`src/rtl/multi_key_debouncer.sv`:
```
// N-channel push-button debouncer: 2-flop sync, per-channel stability counter, clean level plus press/release pulses.
// Latency: a clean input edge reaches key_level and its pulse 2 + STABLE_CNT clk cycles later when sample_en is held high.
// No backpressure: pulses are single-cycle and unbuffered. Optional long-press detection is built when DEBOUNCE_LONGPRESS_EN is defined.
module multi_key_debouncer #(
   parameter int N          = 4,
   parameter int CNT_W      = 16,
   parameter int STABLE_CNT = 500,
   parameter bit KEY_IDLE   = 1'b1,
   parameter int LONG_CNT   = 1000
) (
   input  logic         clk,
   input  logic         rst_n,
   input  logic         sample_en,
   input  logic [N-1:0] key_in,
   output logic [N-1:0] key_level,
   output logic [N-1:0] key_press,
   output logic [N-1:0] key_release,
   output logic [N-1:0] long_press
);

   // Counter value on which a pending level is accepted (counter starts at 0).
   localparam logic [CNT_W-1:0] STABLE_LAST = CNT_W'(STABLE_CNT - 1);

   // Reject parameter combinations the counters cannot represent.
   if (N < 1 || N > 32) begin : g_bad_n
      $error("multi_key_debouncer: N must be 1..32");
   end
   if (STABLE_CNT < 1 || STABLE_CNT > (2 ** CNT_W) - 1) begin : g_bad_stable
      $error("multi_key_debouncer: STABLE_CNT must be 1..2^CNT_W-1");
   end
   if (LONG_CNT < 1 || LONG_CNT > (2 ** CNT_W) - 1) begin : g_bad_long
      $error("multi_key_debouncer: LONG_CNT must fit in CNT_W bits");
   end

   logic [N-1:0]            sync_a;
   logic [N-1:0]            sync_b;
   logic [N-1:0][CNT_W-1:0] cnt;
   logic [N-1:0][CNT_W-1:0] cnt_nxt;
   logic [N-1:0]            level_nxt;
   logic [N-1:0]            press_nxt;
   logic [N-1:0]            release_nxt;

   // Two-stage synchroniser, clocked every cycle independent of sample_en.
   always_ff @(posedge clk or negedge rst_n) begin
      if (!rst_n) begin
         sync_a <= {N{KEY_IDLE}};
         sync_b <= {N{KEY_IDLE}};
      end else begin
         sync_a <= key_in;
         sync_b <= sync_a;
      end
   end

   // Per-channel stability counting: any agreement with the current level clears the count,
   // a disagreement advances it on sample ticks, and the final tick accepts the new level.
   always_comb begin
      cnt_nxt     = cnt;
      level_nxt   = key_level;
      press_nxt   = '0;
      release_nxt = '0;
      for (int i = 0; i < N; i++) begin
         if (sync_b[i] == key_level[i]) begin
            cnt_nxt[i] = '0;
         end else if (sample_en) begin
            if (cnt[i] == STABLE_LAST) begin
               cnt_nxt[i]   = '0;
               level_nxt[i] = sync_b[i];
               if (sync_b[i] != KEY_IDLE) begin
                  press_nxt[i] = 1'b1;
               end else begin
                  release_nxt[i] = 1'b1;
               end
            end else begin
               cnt_nxt[i] = cnt[i] + 1'b1;
            end
         end
      end
   end

   // Counter, debounced level and registered event pulses.
   always_ff @(posedge clk or negedge rst_n) begin
      if (!rst_n) begin
         cnt         <= '0;
         key_level   <= {N{KEY_IDLE}};
         key_press   <= '0;
         key_release <= '0;
      end else begin
         cnt         <= cnt_nxt;
         key_level   <= level_nxt;
         key_press   <= press_nxt;
         key_release <= release_nxt;
      end
   end

`ifdef DEBOUNCE_LONGPRESS_EN
   // Hold counter value at which long_press fires; the counter then parks here until release.
   localparam logic [CNT_W-1:0] HOLD_LAST = CNT_W'(LONG_CNT - 1);

   logic [N-1:0][CNT_W-1:0] hold;
   logic [N-1:0][CNT_W-1:0] hold_nxt;
   logic [N-1:0]            long_nxt;

   // Count sample ticks while the debounced level is active; restart on every fresh press.
   always_comb begin
      hold_nxt = hold;
      long_nxt = '0;
      for (int i = 0; i < N; i++) begin
         if (key_level[i] == KEY_IDLE || key_press[i]) begin
            hold_nxt[i] = '0;
         end else if (sample_en && hold[i] != HOLD_LAST) begin
            hold_nxt[i] = hold[i] + 1'b1;
            long_nxt[i] = (hold_nxt[i] == HOLD_LAST);
         end
      end
   end

   // Hold counters and the registered long-press pulse.
   always_ff @(posedge clk or negedge rst_n) begin
      if (!rst_n) begin
         hold       <= '0;
         long_press <= '0;
      end else begin
         hold       <= hold_nxt;
         long_press <= long_nxt;
      end
   end
`else
   assign long_press = {N{1'b0}};
`endif

endmodule

```
`config.mk`:
```
export PLATFORM = sky130hd
export DESIGN_NAME = multi_key_debouncer
export DESIGN_NICKNAME = d
export VERILOG_FILES = /design/src/rtl/multi_key_debouncer.sv
export SDC_FILE = /design/constraint.sdc
export NUM_CORES = 1
export LEC_CHECK = 0
export CAP_MARGIN = 20
export CORE_ASPECT_RATIO = 1.1
export CORE_MARGIN = 4
export CORE_UTILIZATION = 55
export DETAILED_ROUTE_END_ITERATION = 6
export GPL_TIMING_DRIVEN = 0
export PLACE_DENSITY_LB_ADDON = 0.1
export SKIP_CTS_REPAIR_TIMING = 1
export SYNTH_ARGS = -nofsm -noshare
export SYNTH_HDL_FRONTEND = slang
export SYNTH_SLANG_ARGS = --single-unit
```
`constraint.sdc`:
```
create_clock -name clk -period 5.4 [get_ports clk]
set_clock_uncertainty 0.2 [all_clocks]
set_input_delay 0.54 -clock clk [delete_from_list [all_inputs] [get_ports clk]]
set_output_delay 0.54 -clock clk [all_outputs]
set_load 0.02 [all_outputs]
```
==> results.tsv, run 1 <==
stage	metric	value	unit
synth	yosys.area_share.xor_xnor	1.04	%
sta	drv_slew	0	
setup_path	end_kind	output port	
clock_network	clock_latency	0.36	ns
synth	synth_top_family_by_area	simple AND/OR/NAND/NOR gates	
synth	syn_area_per_cell	9.64	um2
place	portBuffers	17	
setup_path	crit_fanout	3	
setup_path	slowest_stage	clkdlybuf4s50_1	
synth	synth_top_area_share	37.5	%
sta	setup_violations	0	
synth	syn_inst	498	
sta	relSlewSlack	65.7	%
synth	synthMuxAreaShare	0.939	%
floorplanning	dieHeight	106	um
setup_path	worst-path-stages	1	
power_and_ir_drop	power.switching	293	uW
setup_path	crit_type	register to output port	
synth	synth_adder_area_share	1.04	%
cells_and_area	final_nets	542	
global_route	antenna_found_initial	0	
sta	max_freq	437	MHz
setup_path	slowest_delay	0.61	ns
clock_network	cts_tree	built	
route	wl_per_cell	16.4	um
status	status	finished, final reports clean	
route	ant_nets	0	
setup_path	worstPathRequired	4.66	ns
synth	ys_ff_latch	84	
power_and_ir_drop	p_int	910	uW
flow_run	maxCapViolCount	0	
sta	worstMarginPinSlew	0.514	ns
cells_and_area	fillerInstances	712	
setup_path	timing.reg2reg.worst_path_depth	5	
setup_path	path_cells	clkdlybuf4s50_1	
synth	async_flop_share	100	%
place	place_inst	630	
cells_and_area	diodes	0	
cells_and_area	drive_gt1_share	13.8	%
floorplanning	die_x	97.1	um
synth	synth_compound_area_share	17.1	%
route	first_pass_iters	4	
route	via_per_inst	6.35	
floorplanning	fp.coreArea	8450	um2
power_and_ir_drop	sw_frac_of_total	24.3	%
setup_path	cp.buffers_inverters	1	
power_and_ir_drop	leakage	0.00215	uW
place	gp_congestion	0.888	
cells_and_area	final_cell_area	5360	um2
clock_network	cts_buffer_depth	2	
place	dp_hpwl	7330	um
clock_network	cts.sinks	84	
floorplanning	start_util	56.8	%
synth	synth-seq-area-share	44.1	%
global_route	grt_usage	21.2	%
setup_path	cp_top_family	buffers and inverters	
power_and_ir_drop	clockPowerShare	38.5	%
power_and_ir_drop	power.density	224	nW/um2
route	routed_wl	10600	um
sta	fin_crit	2.29	ns
route	vias	4111	
synth	ys_types	60	
global_route	grt_max_degree	60	
global_route	gr-total-overflow	0	
power_and_ir_drop	vdd_drop_max	0.172	mV
setup_path	startpoint_type	register	
global_route	grt_pass1_wl	18400	um
setup_path	critical_path_arrival	1.55	ns
floorplanning	die_area	10300	um2
sta	rsz0062_at_grt	false	
clock_network	cts_buffers	9	
clock_network	clkSlewWorstSetupHoldPaths	0.08	ns
sta	hold_viol	0	
power_and_ir_drop	total_power	1200	uW
place	place_area	5140	um2
synth	synthSimpleGateAreaFrac	30.2	%
clock_network	cts_root_buffer	clkbuf_8	
floorplanning	num_rows	35	
power_and_ir_drop	pwr-share-seq	54.1	%
global_route	grt_pass1_vias	3925	
synth	ys.flop_type	dfrtp_1	
min_path	hold_path_depth	0	
power_and_ir_drop	combinationalPowerShare	7.3	%
clock_network	h-tree-depth	3	
synth	ys.warnings.count	0	
synth	synthTopCellsByArea	dfrtp_1, dfstp_2, a31oi_1, nand3_1, nand2_1	
sta	fin_crit_sh	42.3	%
cells_and_area	area_growth	11.6	%
cells_and_area	stdcell_count	647	
route	drt_iter0_markers	145	
synth	synth_area	4800	um2
floorplanning	ios	23	
sta	setup-tns-final	0	ns
synth	synth_area_leader_cell	dfrtp_1	
min_path	hp-class	register to register	
route	route.detailed.drc	0	
synth	synth_edf_count	0	
cell families (layout without fill, tap and decap cells):
| kind of cell | after synthesis | count (layout) |
|---|---|---|
| flops | 84 | 84 |
| simple gates | 237 | 237 |
| other cells | 1 | 4 |
| mux | 4 | 4 |
| xor+xnor | 4 | 4 |
| buf+inv | 50 | 85 |
| compound gates | 114 | 114 |
| fa+ha+maj | 4 | 4 |
stage by stage:
step                      hold slack (ns)  utilization, %  worst slack, ns
final                               0.159            63.4             3.11
after global routing                0.162            63.4             3.06
after CTS                          -0.117            63.3             3.09
after detailed placement            0.149            60.9             3.22
after global placement              0.147            60.6            0.669
after floorplan                    0.0444               -             3.52
layout by cell type, fill, tap and decap left out, types with 6 or more instances in the layout:
cell and n:
nand2_1 41, clkbuf_1 9, nand2b_1 10, and3_1 8
clkdlybuf4s50_1 16, clkbuf_8 11, a31oi_1 39, nor3b_1 13
buf_2 22, nor4_1 21, o22a_1 6, nand4_1 22
nand3_1 34, nor2_1 11, and4_1 10, o21a_1 9
nor3_1 20, a41oi_1 7, or3b_1 8, dfrtp_1 72
inv_1 9, buf_4 10, o211ai_1 10, o21ai_1 10
and2_1 8, o311ai_1 9, dfstp_2 12
final cells by class:
class	count	area (um2)	share of cell area, %
inverters	9	33.8	0.631
flip-flops and latches	84	2120	39.5
plain buffers	41	230	4.30
well taps	111	139	2.59
repair buffers	19	205	3.83
multi-input cells	367	2430	45.3
clock buffers	12	155	2.90
clock inverters	4	47.5	0.888
power by group through the flow:
| stage | logic, uW | registers (uW) | clock network [uW] |
|---|---|---|---|
| floorplan | 55.5 | 661 | 0 |
| global placement | 83.7 | 662 | 0 |
| detailed placement | 87.7 | 663 | 0 |
| CTS | 88.2 | 651 | 478 |
| global route | 98.2 | 653 | 508 |
| finish | 88.2 | 651 | 463 |
worst paths after layout:
| check | from | endpoint | slack (ns) |
|---|---|---|---|
| worst max register to register | cnt[48] | key_level[3] | 3.22 |
| min in group asynchronous | rst_n | cnt[58] | 0.42 |
| worst max-delay path | key_level[0] | key_level[0] | 3.11 |
| worst min register to register | sync_a[0] | sync_b[0] | 0.16 |
| max in group asynchronous | rst_n | sync_b[0] | 3.92 |
| worst min-delay path | sync_a[0] | sync_b[0] | 0.16 |
flip-flops by register name (all words and copies together) (netlist names):
| name | flops |
|---|---|
| cnt | 64 |
| key_level | 4 |
| key_press | 4 |
| key_release | 4 |
| sync_a | 4 |
| sync_b | 4 |
cells in the mapped netlist (all sizes together) (5+ instances only):
master / n
o211ai: 10
nor2: 12
o21ai: 10
and2: 8
nor4b: 6
nand4: 23
o21a: 9
nor4: 24
clkbuf: 8
or3b: 8
o31ai: 5
a31oi: 39
dfrtp: 72
o22a: 6
nand2b: 10
nand2: 43
nor3b: 13
nor3: 20
buf: 33
a41oi: 7
o311ai: 9
nor2b: 5
nand3: 34
and4: 11
inv: 9
and3: 8
dfstp: 12
per-layer routing:
metal	wire length, um	GRT usage, %	vias up
li1	-	-	2000
met1	5120	29.7	2026
met2	4970	33.2	73
met3	350	3.08	12
met4	147	8.43	0
met5	0	0	-
Power figures use the tool's default switching activity.
==> run 2: changes to the inputs <==
- clock period: 5.4 -> 2.2 ns (I/O delays scaled with it)
==> run 2 against run 1 <==
Clock power grew 140%. Power grew 150%. Sequential share of layout area shrank 0.39 points. Register-to-register slack lost 3.1 ns. Critical endpoint is now cnt[38].
==> results.tsv, run 2 (same netlist as run 1, synthesis figures left out) <==
stage	metric	value	unit	change
status	status	finished, final reports clean		unchanged
setup_path	cp.buffers_inverters	1		unchanged
global_route	gr-total-overflow	0		unchanged
setup_path	slowest_stage	dfstp_2		was clkdlybuf4s50_1
cells_and_area	final_cell_area	5410	um2	was 5360 um2
setup_path	end_kind	register		was output port
place	dp_slack	0.0652	ns	was 3.22 ns
min_path	hp-class	input port to register		was register to register
global_route	globalRoute.busiestLayer	met2		unchanged
route	wl_per_cell	16.5	um	was 16.4 um
cells_and_area	fillerInstances	703		was 712
route	via_per_inst	6.39		was 6.35
clock_network	clkSlewWorstSetupHoldPaths	0.08	ns	about the same
setup_path	cp_top_family	flip-flops		was buffers and inverters
cells_and_area	seq_area	2120	um2	unchanged
place	portBuffers	17		unchanged
sta	worstMarginPinSlew	0.513	ns	was 0.514 ns
route	first_pass_iters	5		was 4
global_route	grt_pass1_vias	3925		unchanged
setup_path	startpoint_type	register		unchanged
global_route	grt_pass1_wl	18400	um	unchanged
cells_and_area	top_register	cnt		unchanged
power_and_ir_drop	vdd_drop_max	0.422	mV	was 0.172 mV
floorplanning	die_area	10300	um2	unchanged
route	routed_wl	10800	um	was 10600 um
setup_path	worstPathRequired	2.27	ns	was 4.66 ns
sta	setup_violations	0		unchanged
power_and_ir_drop	leakage	0.00217	uW	was 0.00215 uW
sta	drv_slew	0		unchanged
global_route	met3_usage	3.08	%	unchanged
sta	setup_slack	0.103	ns	was 3.11 ns
cells_and_area	layout_common_cells	dfrtp_1, nand2_1, a31oi_1		unchanged
route	drt_iter0_markers	173		was 145
sta	hold_viol	0		unchanged
floorplanning	fp.coreArea	8450	um2	unchanged
global_route	antenna_found_initial	0		unchanged
flow_run	maxCapViolCount	0		unchanged
route	ant_nets	0		unchanged
route	route.detailed.drc	0		unchanged
sta	max_freq	477	MHz	
floorplanning	die_x	97.1	um	unchanged
place	dp_hpwl	7330	um	unchanged
place	gp_congestion	0.888		unchanged
setup_path	slowest_delay	0.59	ns	was 0.61 ns
cells_and_area	multi_input_area	2450	um2	was 2430 um2
route	vias	4167		was 4111
sta	fin_crit	2.10	ns	
cells_and_area	largest_reg_flops	64		unchanged
cells_and_area	diodes	0		unchanged
setup_path	crit_fanout	10		was 3
cells_and_area	drive_gt1_share	15.0	%	was 13.8%
sta	fin_crit_sh	95.3	%	
global_route	grtUsageMet2	33.2	%	unchanged
setup_path	path_cells	xor2_1, and2_1, clkbuf_1, nand3_1, a31oi_1		was clkdlybuf4s50_1
global_route	grt_usage	21.2	%	unchanged
place	place_inst	630		unchanged
floorplanning	start_util	56.8	%	unchanged
clock_network	h-tree-depth	3		unchanged
cells_and_area	layout_commonest_cell	dfrtp_1		unchanged
cells_and_area	area_growth	12.8	%	was 11.6%
setup_path	crit_type	register to register		was register to output port
setup_path	critical_path_arrival	2.17	ns	was 1.55 ns
global_route	grt_max_degree	60		unchanged
clock_network	cts_buffers	9		unchanged
floorplanning	ios	23		unchanged
setup_path	reg2reg_slack	0.10	ns	was 3.22 ns
clock_network	cts_buffer_depth	2		unchanged
cells_and_area	final_nets	547		was 542
clock_network	clock_latency	0.35	ns	was 0.36 ns
clock_network	cts.sinks	84		unchanged
clock_network	cts_root_buffer	clkbuf_8		unchanged
clock_network	cts_tree	built		unchanged
global_route	met1_usage	29.7	%	unchanged
sta	relSlewSlack	65.8	%	was 65.7%
floorplanning	dieHeight	106	um	unchanged
place	place_area	5140	um2	unchanged
power_and_ir_drop	power.density	545	nW/um2	was 224 nW/um2
floorplanning	num_rows	35		unchanged
cells_and_area	stdcell_count	652		was 647
[run 2: cell types whose count changed in the layout (fill, tap and decap cells not counted)]
cell / change
nor4b_2: +1
buf_4: +4
ha_2: +1
clkbuf_4: +1
nor4b_1: -1
nand4_1: +1
nor4_1: -1
ha_1: -1
nor4_2: +1
buf_2: -1
[run 2: stage by stage]
step                       TNS, ns  hold WS, ns  power, uW  utilization, %
final                            0       0.0644       2950            64.0
after detailed placement         0      -0.0481       1840            60.9
after CTS                        0       -0.437       2990            63.3
after global placement     -173.60        0.147       1830            60.6
after floorplan                  0       -0.276       1760               -
after global routing      -0.00642       0.0535       3090            64.0
[run 2: final timing paths]
check	from	end	depth (start not counted)
min in group asynchronous	rst_n	cnt[58]	2
hold / removal	key_in[3]	sync_a[3]	1
hold reg to reg	sync_a[0]	sync_b[0]	0
setup reg to reg	sync_b[2]	cnt[38]	5
max in group asynchronous	rst_n	sync_b[0]	3
setup / recovery	sync_b[2]	cnt[38]	5
[run 2: report_power, final]
part | leakage [uW] | internal, uW | switching, uW | total (uW)
clock | 0.000102 | 584 | 551 | 1130
sequential | 0.00113 | 1570 | 23.7 | 1600
combinational | 0.000939 | 75.8 | 142 | 217
[run 2: metal layers]
| metal | wire length [um] | vias up |
|---|---|---|
| li1 | - | 2010 |
| met1 | 5130 | 2036 |
| met2 | 5070 | 110 |
| met3 | 431 | 11 |
| met4 | 155 | 0 |
| met5 | 0 | - |
[run 2: final cells by class]
type,count,share of cell area (%)
Tap cell,111,2.57
Multi-Input combinational cell,368,45.3
Clock inverter,4,0.879
Timing Repair Buffer,23,4.35
Clock buffer,12,2.87
Buffer,41,4.30
Sequential cell,84,39.1
Inverter,9,0.624
